$ cat config.mk
export PLATFORM = sky130hd
export DESIGN_NAME = clkgen_preset_sequencer
export DESIGN_NICKNAME = d
export VERILOG_FILES = /design/src/rtl/clkgen_preset_sequencer.sv
export SDC_FILE = /design/constraint.sdc
export NUM_CORES = 1
export LEC_CHECK = 0
export CORE_MARGIN = 2
export CORE_UTILIZATION = 25
export DETAILED_ROUTE_END_ITERATION = 16
export PLACE_DENSITY_LB_ADDON = 0.3
export RECOVER_POWER = 100
export SLEW_MARGIN = 20
export SYNTH_ARGS = -nofsm -noshare
export SYNTH_HDL_FRONTEND = slang
export SYNTH_SLANG_ARGS = --single-unit
$ cat constraint.sdc
create_clock -name clk -period 3.1 [get_ports clk]
set_input_delay 0.62 -clock clk [delete_from_list [all_inputs] [get_ports clk]]
set_output_delay 0.62 -clock clk [all_outputs]
set_load 0.1 [all_outputs]
$ cat src/rtl/clkgen_preset_sequencer.sv
// Preset sequencer feeding the clock_generator reconfiguration port.
// Steps through four fixed M/D/O presets, retries failed attempts, flags errors.
module clkgen_preset_sequencer #(
    parameter int unsigned START_WIDTH  = 7,
    parameter int unsigned BUSY_TIMEOUT = 16,
    parameter int unsigned LOCK_TIMEOUT = 65535,
    parameter int unsigned MAX_RETRIES  = 2
) (
    input  logic       clk,
    input  logic       rst_n,
    input  logic       req,
    input  logic       sel_valid,
    input  logic [1:0] sel_idx,
    input  logic       program_done,
    input  logic       locked,
    output logic [7:0] O,
    output logic [3:0] D,
    output logic [6:0] M,
    output logic       start,
    output logic       busy,
    output logic [1:0] cur_idx,
    output logic       error,
    output logic [2:0] retry_cnt,
    output logic       req_dropped
);

    typedef enum logic [2:0] {
        S_IDLE,
        S_START,
        S_WAIT_BUSY,
        S_WAIT_DONE,
        S_WAIT_LOCK,
        S_SUCCESS,
        S_FAIL,
        S_ERROR
    } state_e;

    localparam logic [15:0] START_LAST = 16'(START_WIDTH - 1);
    localparam logic [15:0] BUSY_LAST  = 16'(BUSY_TIMEOUT - 1);
    localparam logic [15:0] LOCK_LAST  = 16'(LOCK_TIMEOUT - 1);
    localparam logic [2:0]  RETRY_MAX  = 3'(MAX_RETRIES);

    // Packed as {O, D, M}
    function automatic logic [18:0] preset(input logic [1:0] idx);
        logic [18:0] p;
        unique case (idx)
            2'd0: p = {8'd100, 4'd4, 7'd7};
            2'd1: p = {8'd125, 4'd8, 7'd35};
            2'd2: p = {8'd25, 4'd4, 7'd7};
            2'd3: p = {8'd25, 4'd4, 7'd42};
        endcase
        return p;
    endfunction

    state_e      state_q, state_d;
    logic [15:0] cnt_q, cnt_d;
    logic [1:0]  tgt_q, tgt_d;
    logic [1:0]  cur_q, cur_d;
    logic [2:0]  retry_q, retry_d;
    logic        err_q, err_d;
    logic        busy_q, busy_d;
    logic        start_q, start_d;
    logic        drop_q, drop_d;
    logic [7:0]  odiv_q, odiv_d;
    logic [3:0]  idiv_q, idiv_d;
    logic [6:0]  mult_q, mult_d;

    logic rq;
    logic accept;

    assign rq     = req | sel_valid;
    assign accept = rq && program_done
                 && (state_q == S_IDLE || state_q == S_ERROR);

    always_comb begin
        state_d = state_q;
        cnt_d   = (cnt_q == 16'hFFFF) ? cnt_q : cnt_q + 16'd1;
        tgt_d   = tgt_q;
        cur_d   = cur_q;
        retry_d = retry_q;
        err_d   = err_q;
        odiv_d  = odiv_q;
        idiv_d  = idiv_q;
        mult_d  = mult_q;
        drop_d  = rq && !accept;

        unique case (state_q)
            S_IDLE, S_ERROR: begin
                if (accept) begin
                    // sel_valid has priority; a coincident req is absorbed
                    tgt_d   = sel_valid ? sel_idx : cur_q + 2'd1;
                    {odiv_d, idiv_d, mult_d} = preset(tgt_d);
                    err_d   = 1'b0;
                    retry_d = 3'd0;
                    state_d = S_START;
                end
            end
            S_START: begin
                if (cnt_q == START_LAST) state_d = S_WAIT_BUSY;
            end
            S_WAIT_BUSY: begin
                if (!program_done)          state_d = S_WAIT_DONE;
                else if (cnt_q == BUSY_LAST) state_d = S_FAIL;
            end
            S_WAIT_DONE: begin
                if (program_done) state_d = S_WAIT_LOCK;
            end
            S_WAIT_LOCK: begin
                if (locked)                  state_d = S_SUCCESS;
                else if (cnt_q == LOCK_LAST) state_d = S_FAIL;
            end
            S_SUCCESS: begin
                cur_d   = tgt_q;
                state_d = S_IDLE;
            end
            S_FAIL: begin
                if (retry_q < RETRY_MAX) begin
                    retry_d = retry_q + 3'd1;
                    state_d = S_START;
                end else begin
                    err_d   = 1'b1;
                    state_d = S_ERROR;
                end
            end
            default: state_d = S_IDLE;
        endcase

        if (state_d != state_q) cnt_d = 16'd0;

        busy_d  = !(state_d == S_IDLE || state_d == S_ERROR);
        start_d = (state_d == S_START);
    end

    always_ff @(posedge clk or negedge rst_n) begin
        if (!rst_n) begin
            state_q <= S_IDLE;
            cnt_q   <= 16'd0;
            tgt_q   <= 2'd0;
            cur_q   <= 2'd0;
            retry_q <= 3'd0;
            err_q   <= 1'b0;
            busy_q  <= 1'b0;
            start_q <= 1'b0;
            drop_q  <= 1'b0;
            odiv_q  <= 8'd100;
            idiv_q  <= 4'd4;
            mult_q  <= 7'd7;
        end else begin
            state_q <= state_d;
            cnt_q   <= cnt_d;
            tgt_q   <= tgt_d;
            cur_q   <= cur_d;
            retry_q <= retry_d;
            err_q   <= err_d;
            busy_q  <= busy_d;
            start_q <= start_d;
            drop_q  <= drop_d;
            odiv_q  <= odiv_d;
            idiv_q  <= idiv_d;
            mult_q  <= mult_d;
        end
    end

    assign O           = odiv_q;
    assign D           = idiv_q;
    assign M           = mult_q;
    assign start       = start_q;
    assign busy        = busy_q;
    assign cur_idx     = cur_q;
    assign error       = err_q;
    assign retry_cnt   = retry_q;
    assign req_dropped = drop_q;

endmodule

-- After elaboration in Yosys (flattened, before gate mapping)
Cells that the tools add are included.
Widths: inputs -> output; s select.
- add/sub/neg operators: 3
- magnitude comparators: 1
- eq/ne operators: 21
- mux-type cells: 19
- bitwise logic cells: 1
- reduce and logical (&&, ||, !) cells: 15
- operators with widths (kind ; count):
    $pmux 19 s4 ; 1
    $eq 16x16->1 const B ; 2
    $mux 16 ; 2
    $mux 3 ; 10
    $pmux 3 s7 ; 1
    $add 16x1->16 const B ; 1
    $eq 16x3->1 const B ; 1
    $eq 16x4->1 const B ; 1
    $eq 3x3->1 const B ; 5
    $eq 3x1->1 const B ; 2
    $eq 3x2->1 const B ; 2
    $logic_not 3->1 ; 2
    $ne 2x2->1 const B ; 3
    $pmux 3 s2 ; 1
    $reduce_and 3->1 ; 2
    $eq 2x2->1 const B ; 2
    $add 3x1->3 const B ; 1
    $logic_and 1x1->1 ; 3
    $lt 3x2->1 const B ; 1
    $ne 3x3->1 ; 1
    $add 2x1->2 const B ; 1
    $eq 2x1->1 const B ; 1
    $logic_not 1->1 ; 2
    $logic_not 2->1 ; 1
    other kinds (9) ; 11
- register bits after elaboration: 49
- output and inout bits: 28
- word-level logic and storage cells: 72

-- Longest topological paths before layout
Gate-level depths: netlist of the first run.
- word-level depth: 8
- depth in mapped cells: 8
- depth with buffers taken out: 7

-- Worst setup path after synthesis of the first run
OpenSTA, ideal clock, no wires.
- path type: reg2reg
- start point: register retry_q[1] (netlist: retry_cnt[1])
- end point: register busy_q (netlist: busy)
- setup time: 125 ps
- data arrival time: 2246 ps
- path slack: 729 ps
- stages on the path, launching flop included: 6
- buffers on the path: 0
- clock period less this slack: 2371 ps
- cell sequence: dfrtp_1 -> or4b_1 -> o2111ai_2 -> o31ai_2 -> or3_1 -> mux2_2
- longest elaborated chain between the ends: 6
- RTL lines (element ; line ; RTL):
    from (decl) ; 59 ; logic [2:0] retry_q, retry_d;
    from (signal assigned) ; 153 ; retry_q <= retry_d;
    $lt 3x2->1 * ; 117 ; if (retry_q < RETRY_MAX) begin
    $mux 3 * ; 117 ;
    $pmux 3 s7 * ; 87 ; unique case (state_q)
    $eq 3x3->1 or $logic_not 3->1 (tied branches) ; 130 ; busy_d = !(state_d == S_IDLE || state_d == S_ERROR);
    $logic_or 1x1->1 * ; 130 ;
    $logic_not 1->1 * ; 130 ;
    named net busy_d ; 61 ; logic busy_q, busy_d;
    to (signal assigned) ; 155 ; busy_q <= busy_d;
    to (decl) ; 61 ;
The timed path passes the listed nets; every way through them passes the cells marked *.
A chain may end at the register's enable or synchronous reset.

-- Final worst setup path of the first run
- start point: input port req
- end point: register cnt_q[4]
- longest elaborated chain between the ends: 7
- RTL lines (element ; line ; RTL):
    from (decl) ; 11 ; input logic req,
    $or 1x1->1 * ; 71 ; assign rq = req | sel_valid;
    $logic_and 1x1->1 * ; 72 ; assign accept = rq && program_done
    $logic_and 1x1->1 * ; 73 ; && (state_q == S_IDLE || state_q == S_ERROR);
    $mux 3 * ; 89 ; if (accept) begin
    $pmux 3 s7 * ; 87 ;
    $ne 3x3->1 * ; 128 ; if (state_d != state_q) cnt_d = 16'd0;
    $ne 2x1->1 (no line) or $mux 16 (tied branches) ; - ;
    to (signal assigned) ; 150 ; cnt_q <= cnt_d;
    to (decl) ; 56 ; logic [15:0] cnt_q, cnt_d;
Mark *: on every way between the ends. The rest lies on a longest branch, timed or not.

==> metrics.txt, run 1 <==
ys flop type=dfrtp_1; Synth Area in Adders=1.670%; share of cells above drive strength 1=9.449%; most frequent cells in the layout=dfrtp_1 (33), clkbuf_1 (24), nor2_1 (21); CP Class=input port to flip-flop; PortBufs=28; post-synth cell types=56; CTS tree=yes; Rows=34; Final Skew=0.01000 ns; mux cell area share after synthesis=3.341%; Syn Std Cell Area=2247 µm²; P per Cell Area=1094 nW/µm²; diode count=0; Vias/cell=4.809; clock slew at reported path FFs=0.08 ns; Initial DRC Count=68; worst slew pin tran=2.059 ns; Synth Area in Simple Gates=24.78%; number of buffers created by CTS=5; final setup margin=0.5839 ns; Hold/Removal Path Class=flip-flop to flip-flop; Layout Nets=264; violated checks=capacitance limit, slew limit; Seq cells post-synth=37; largest net degree at the start of global routing=38; H-tree depth=2; Sum Neg Setup Slack=0 ns; Synth Warn #=0; Post-synth ARST share=100.0%; leakage=0.001039 µW; residual DRC count=0; post-synthesis compound-gate area fraction=16.37%; gr usage total=10.48%; root buffer cell=clkbuf_8; clock sink total=37; fmax=397.4 MHz; Final Critical Period=2.516 ns; commonest non-fill, non-tap cell in the layout=dfrtp_1; number of antenna violations at the first check in global routing=0; Die Y=98.81 µm; largest cells by area after synthesis=dfrtp_1 (37%), dfstp_2 (4.7%), nor3_2 (4.5%); Post-Route WL=4972 µm; CTS Hold Buffers Added=0; postcts setup bufs=0; first-pass GRT wire length=8300 µm; crit-path max FO=7; Max Root-Sink Buffers=2; DRT antenna net count=0; RD Place Congestion=0.8021; combinational family with the most area after synthesis=simple AND/OR/NAND/NOR gates; Final Core Density=28.57%; FF-to-FF Start=state_q[0]$_DFF_PN0_; CORE AREA=8721 µm²; drt pass-1 iters=4; Top Ports=36; PostCTS Resize Cnt=0; ratio of final minimum period to clock period=81.16%; DP Worst Slack=0.3679 ns; Final Hold Fails=0; crit end category=flip-flop; die area=9763 µm²; vias=1741; unrepaired setup endpoints after global routing=false; sequential fraction of the synthesis area=41.43%; outcome=complete, but fails checks; r2r setup slk=0.70 ns; initial core utilization=25.77%; max_slew headroom=-37.25%; Setup crit start=req; Worst Setup Start Kind=input port; HPWL Detailed=3529 µm; top-area cell type share of the netlist area=36.75%; peak supply drop=0.6424 mV; Req. time, crit path=3.27 ns; HP Start=D[3]$_DFFE_PN0P_; Setup Viol. Count Final=0; DR WL/cell=13.73 µm; crit path DAT=2.68 ns; Post-synth EDFFs=0; Remaining Overflow, GRT=0; die width=98.81 µm; Synth area leader=dfrtp_1; syn_area_per_cell=9.728 µm²; smallest hold slack=0.4799 ns; vias in the first global route=1694; Clk Latency, worst-skew pair=0.29 ns; # Max-Cap Violations=1; Post-Syn Instances=231; fin. max-slew vios=38; Synth Area in XOR/XNOR=4.677%; Area Growth Syn to Fin=10.86%
cell type report:
type | instances | area, µm²
Clock buffer | 5 | 68.82
Clock inverter | 3 | 68.82
Fill cell | 921 | 6230
Inverter | 7 | 26.28
Multi-Input combinational cell | 171 | 1104
Sequential cell | 37 | 930.9
Tap cell | 108 | 135.1
Timing Repair Buffer | 31 | 157.7
path summary, 6_finish.rpt:
kind,to,cells past startpoint
max in group asynchronous,cnt_q[1]$_DFFE_PN0P_,1
worst max register to register,cnt_q[4]$_DFFE_PN0P_,5
worst max-delay path,cnt_q[4]$_DFFE_PN0P_,6
worst min-delay path,D[3]$_DFFE_PN0P_,2
min in group asynchronous,D[3]$_DFFE_PN0P_,1
worst min register to register,D[3]$_DFFE_PN0P_,2
sequential cells by signal, summed over array words and instances (netlist names):
| register | count |
|---|---|
| D | 2 |
| start | 1 |
| cnt_q | 16 |
| O | 2 |
| error | 1 |
| cur_idx | 2 |
| state_q | 3 |
| retry_cnt | 3 |
| tgt_q | 1 |
| busy | 1 |
| M | 4 |
| req_dropped | 1 |
critical path: stages:
cell and delay [ns]:
dlygate4sd3_1 0.59, o21ai_1 0.41, o21ai_0 0.15, o221ai_1 0.23, nand2_1 0.27, a2111oi_0 0.41
report_power, final:
group | switching, µW | leakage, µW | internal (µW) | total [µW]
Clock | 186 | 0.0000687 | 324 | 509
Combinational | 1170 | 0.000492 | 262 | 1430
Sequential | 156 | 0.000478 | 625 | 781
Total | 1510 | 0.00104 | 1210 | 2720
logic make-up (layout without fill, tap and decap cells):
group                      after synthesis  after routing
and+or+nand+nor                         96             96
buffers and inverters                   28             46
adders and majority gates                3              3
xor gates and xnor gates                12             12
DFF                                     37             37
muxes                                    7              7
AOI/OAI and AO/OA                       46             46
other                                    2              7
cell usage after synthesis, types with 2 or more instances:
| cell | count |
|---|---|
| dfrtp_1 | 33 |
| nor2_1 | 21 |
| nand2_1 | 17 |
| buf_4 | 12 |
| nor3_1 | 11 |
| nor3_2 | 10 |
| o21ai_0 | 10 |
| nand3_1 | 9 |
| inv_1 | 7 |
| xor2_1 | 7 |
| buf_2 | 6 |
| and4_1 | 5 |
| xnor2_1 | 5 |
| a21o_1 | 4 |
| a21oi_1 | 4 |
| and3_1 | 4 |
| dfstp_2 | 4 |
| mux2_2 | 4 |
| nor4_1 | 4 |
| a211oi_1 | 3 |
| ha_1 | 3 |
| mux2i_1 | 3 |
| a221oi_1 | 2 |
| a22o_1 | 2 |
| and2_1 | 2 |
| conb_1 | 2 |
| nand4_1 | 2 |
| nor2b_1 | 2 |
| nor3b_1 | 2 |
| o211ai_1 | 2 |
| o21a_1 | 2 |
| o21ai_1 | 2 |
| o31ai_1 | 2 |
metrics by stage:
step | area (µm²) | power, µW | std cells
floorplan | 2266 | 2118 | 236
global placement | 2506 | 2381 | 354
detailed placement | 2506 | 2388 | 354
CTS | 2644 | 2908 | 362
global route | 2491 | 2875 | 362
finish | 2491 | 2725 | 362
per-layer routing:
| metal | global-route usage (%) | routed length [µm] | vias up |
|---|---|---|---|
| li1 | - | - | 861 |
| met5 | 0 | 0 | - |
| met1 | 13.94 | 2453 | 845 |
| met3 | 2.553 | 145 | 7 |
| met4 | 4.004 | 82 | 0 |
| met2 | 16.48 | 2291 | 28 |
Note: power is estimated with default switching activity, not from simulation.
==> inputs of run 2 (changes only) <==
==> constraint.sdc (replaced) <==
create_clock -name clk -period 2 [get_ports clk]
set_input_delay 0.4 -clock clk [delete_from_list [all_inputs] [get_ports clk]]
set_output_delay 0.4 -clock clk [all_outputs]
set_load 0.1 [all_outputs]
==> run 2 against run 1 <==
Compared with the run above: the run now ends clean; sequential share of layout area down 5.8 points; global-route usage up 1.4 points; critical path type is now flip-flop to flip-flop; non-clock buffer count up 37; critical path depth down 1; worst setup slack worse by 0.53 ns; cell area up 20%; worst hold slack worse by 0.33 ns.
==> metrics.txt, run 2 (same netlist as run 1, synthesis figures left out) <==
Die Y=98.81 µm; Final Skew=0.006736 ns; number of antenna violations at the first check in global routing=0; cell chain of the critical path=or4b_4 -> o2111ai_4 -> o31ai_4 -> or3_1 -> mux2_2; Post-Route WL=5655 µm; residual DRC count=0; crit end category=flip-flop; Top reg by flops=cnt_q; CTS tree=yes; final setup margin=0.05780 ns; crit-path max FO=6; Max Root-Sink Buffers=2; HPWL Detailed=4129 µm; outcome=finished, final reports clean; first-pass GRT wire length=9363 µm; unrepaired setup endpoints after global routing=false; clock slew at reported path FFs=0.09 ns; drt pass-1 iters=4; Comb pwr share=59.0%; DP Worst Slack=-0.3338 ns; Psw=2516 µW; fmax=514.9 MHz; P per Cell Area=1604 nW/µm²; DR WL/cell=14.14 µm; Design Area, Final=2979 µm²; die area=9763 µm²; max reg flops=16; vias in the first global route=1891; most used routing layer=met2; diode count=0; # Max-Cap Violations=0; peak supply drop=0.5669 mV; switching share of total power=52.65%; worst slew pin tran=0.7015 ns; largest net degree at the start of global routing=30; H-tree depth=2; Global Route met3 Usage=2.624%; Vias/cell=4.870; vias=1948; Initial DRC Count=67; Clk Latency, worst-skew pair=0.29 ns; die width=98.81 µm; Worst Setup Start Kind=flip-flop; commonest non-fill, non-tap cell in the layout=buf_4; CTS Hold Buffers Added=0; root buffer cell=clkbuf_8; Setup Viol. Count Final=0; DRT antenna net count=0; initial core utilization=25.77%; ratio of final minimum period to clock period=97.11%; leakage=0.001319 µW; gr usage total=11.87%; most frequent cells in the layout=buf_4 (37), dfrtp_1 (28), nor2_1 (21); FF-to-FF path depth=5; max incr delay on CP=0.56 ns; Clk pwr share=16.8%; CP Class=flip-flop to flip-flop; Internal=2263 µW; postcts setup bufs=0; clock sink total=37; FILL cells=914; Top Ports=36; Final Critical Period=1.942 ns; met1 usage in global routing=16.87%; Layout Nets=302; Final Hold Fails=0; RD Place Congestion=0.8136; CORE AREA=8721 µm²; max_slew headroom=53.23%; Rows=34; sequential share of power=24.2%; Critical-path top delay cell=or4b_4; PortBufs=28; crit path DAT=2.13 ns; Hold/Removal Path Class=input port to async pin; DP Area=2913 µm²; fin. max-slew vios=0; share of cells above drive strength 1=37.67%; Area Growth Syn to Fin=32.57%; met2 Use GR=18.30%; Req. time, crit path=2.18 ns; number of buffers created by CTS=5; Remaining Overflow, GRT=0; Final Core Density=34.16%
[run 2: cell count changes in the layout (fill, tap and decap cells not counted), moves of 4 or more]
cell and delta:
nor3_1 -7, dfrtp_2 +4, nor3_2 +7, buf_4 +36, clkbuf_2 +19, dfrtp_1 -5
clkbuf_1 -22
[run 2: through the flow]
| step | hold WS [ns] | instances | TNS, ns | total power (µW) |
|---|---|---|---|---|
| 6_report | 0.1461 | 400 | 0 | 4779 |
| 5_1_grt | 0.2003 | 400 | 0 | 5028 |
| 4_1_cts | 0.1728 | 399 | 0 | 5015 |
| 3_5_place_dp | 0.4794 | 391 | -4.709 | 4190 |
| 3_3_place_gp | 0.4661 | 391 | -5.177 | 4176 |
| 2_1_floorplan | 0.1044 | 236 | -0.09963 | 3317 |
[run 2: worst paths after layout]
check	start	end	slack, ns
max	state_q[0]$_DFF_PN0_	busy$_DFF_PN0_	0.06
min	rst_n	state_q[1]$_DFF_PN0_	0.15
max reg2reg	state_q[0]$_DFF_PN0_	busy$_DFF_PN0_	0.06
min reg2reg	D[3]$_DFFE_PN0P_	D[3]$_DFFE_PN0P_	0.49
max in group asynchronous	rst_n	cnt_q[3]$_DFFE_PN0P_	0.96
min in group clk	D[3]$_DFFE_PN0P_	D[3]$_DFFE_PN0P_	0.49
[run 2: what timing repair did]
item                                    4_1_cts  5_1_grt
resized for setup                             2       15
endpoints found under the setup margin        7       19
pin swaps                                     0        3
cloned                                        0        1
[run 2: final cells by class]
class | count | area (µm²) | share of cell area (%)
Multi-Input combinational cell | 172 | 1245 | 41.79
Sequential cell | 37 | 939.7 | 31.54
Timing Repair Buffer | 68 | 495.5 | 16.63
Tap cell | 108 | 135.1 | 4.536
Clock buffer | 5 | 68.82 | 2.310
Clock inverter | 3 | 68.82 | 2.310
Inverter | 7 | 26.28 | 0.8820
[run 2: worst max-delay path: cells and delay by family, from the launching register on]
family,cells,cell delay (ns)
AND/OR/NAND/NOR,2,0.87
AO/OA/AOI/OAI,2,0.24
multiplexers,1,0.26
flip-flops,1,0.47
[run 2: power groups by stage]
stage               sequential [µW]  clock [µW]  combinational, µW
floorplan                      1920           0               1400
global placement               1200           0               2980
detailed placement             1200           0               2990
CTS                            1190         825               3000
global route                   1190         853               2990
finish                         1150         803               2820
[run 2: layer usage]
layer  wire [µm]  vias to the layer above  share of wire (%)
li1            -                      946                  -
met1        2770                      946                 49
met2        2566                       49                 45
met3         269                        7                4.8
met4          48                        0               0.85
met5           0                        -                  0
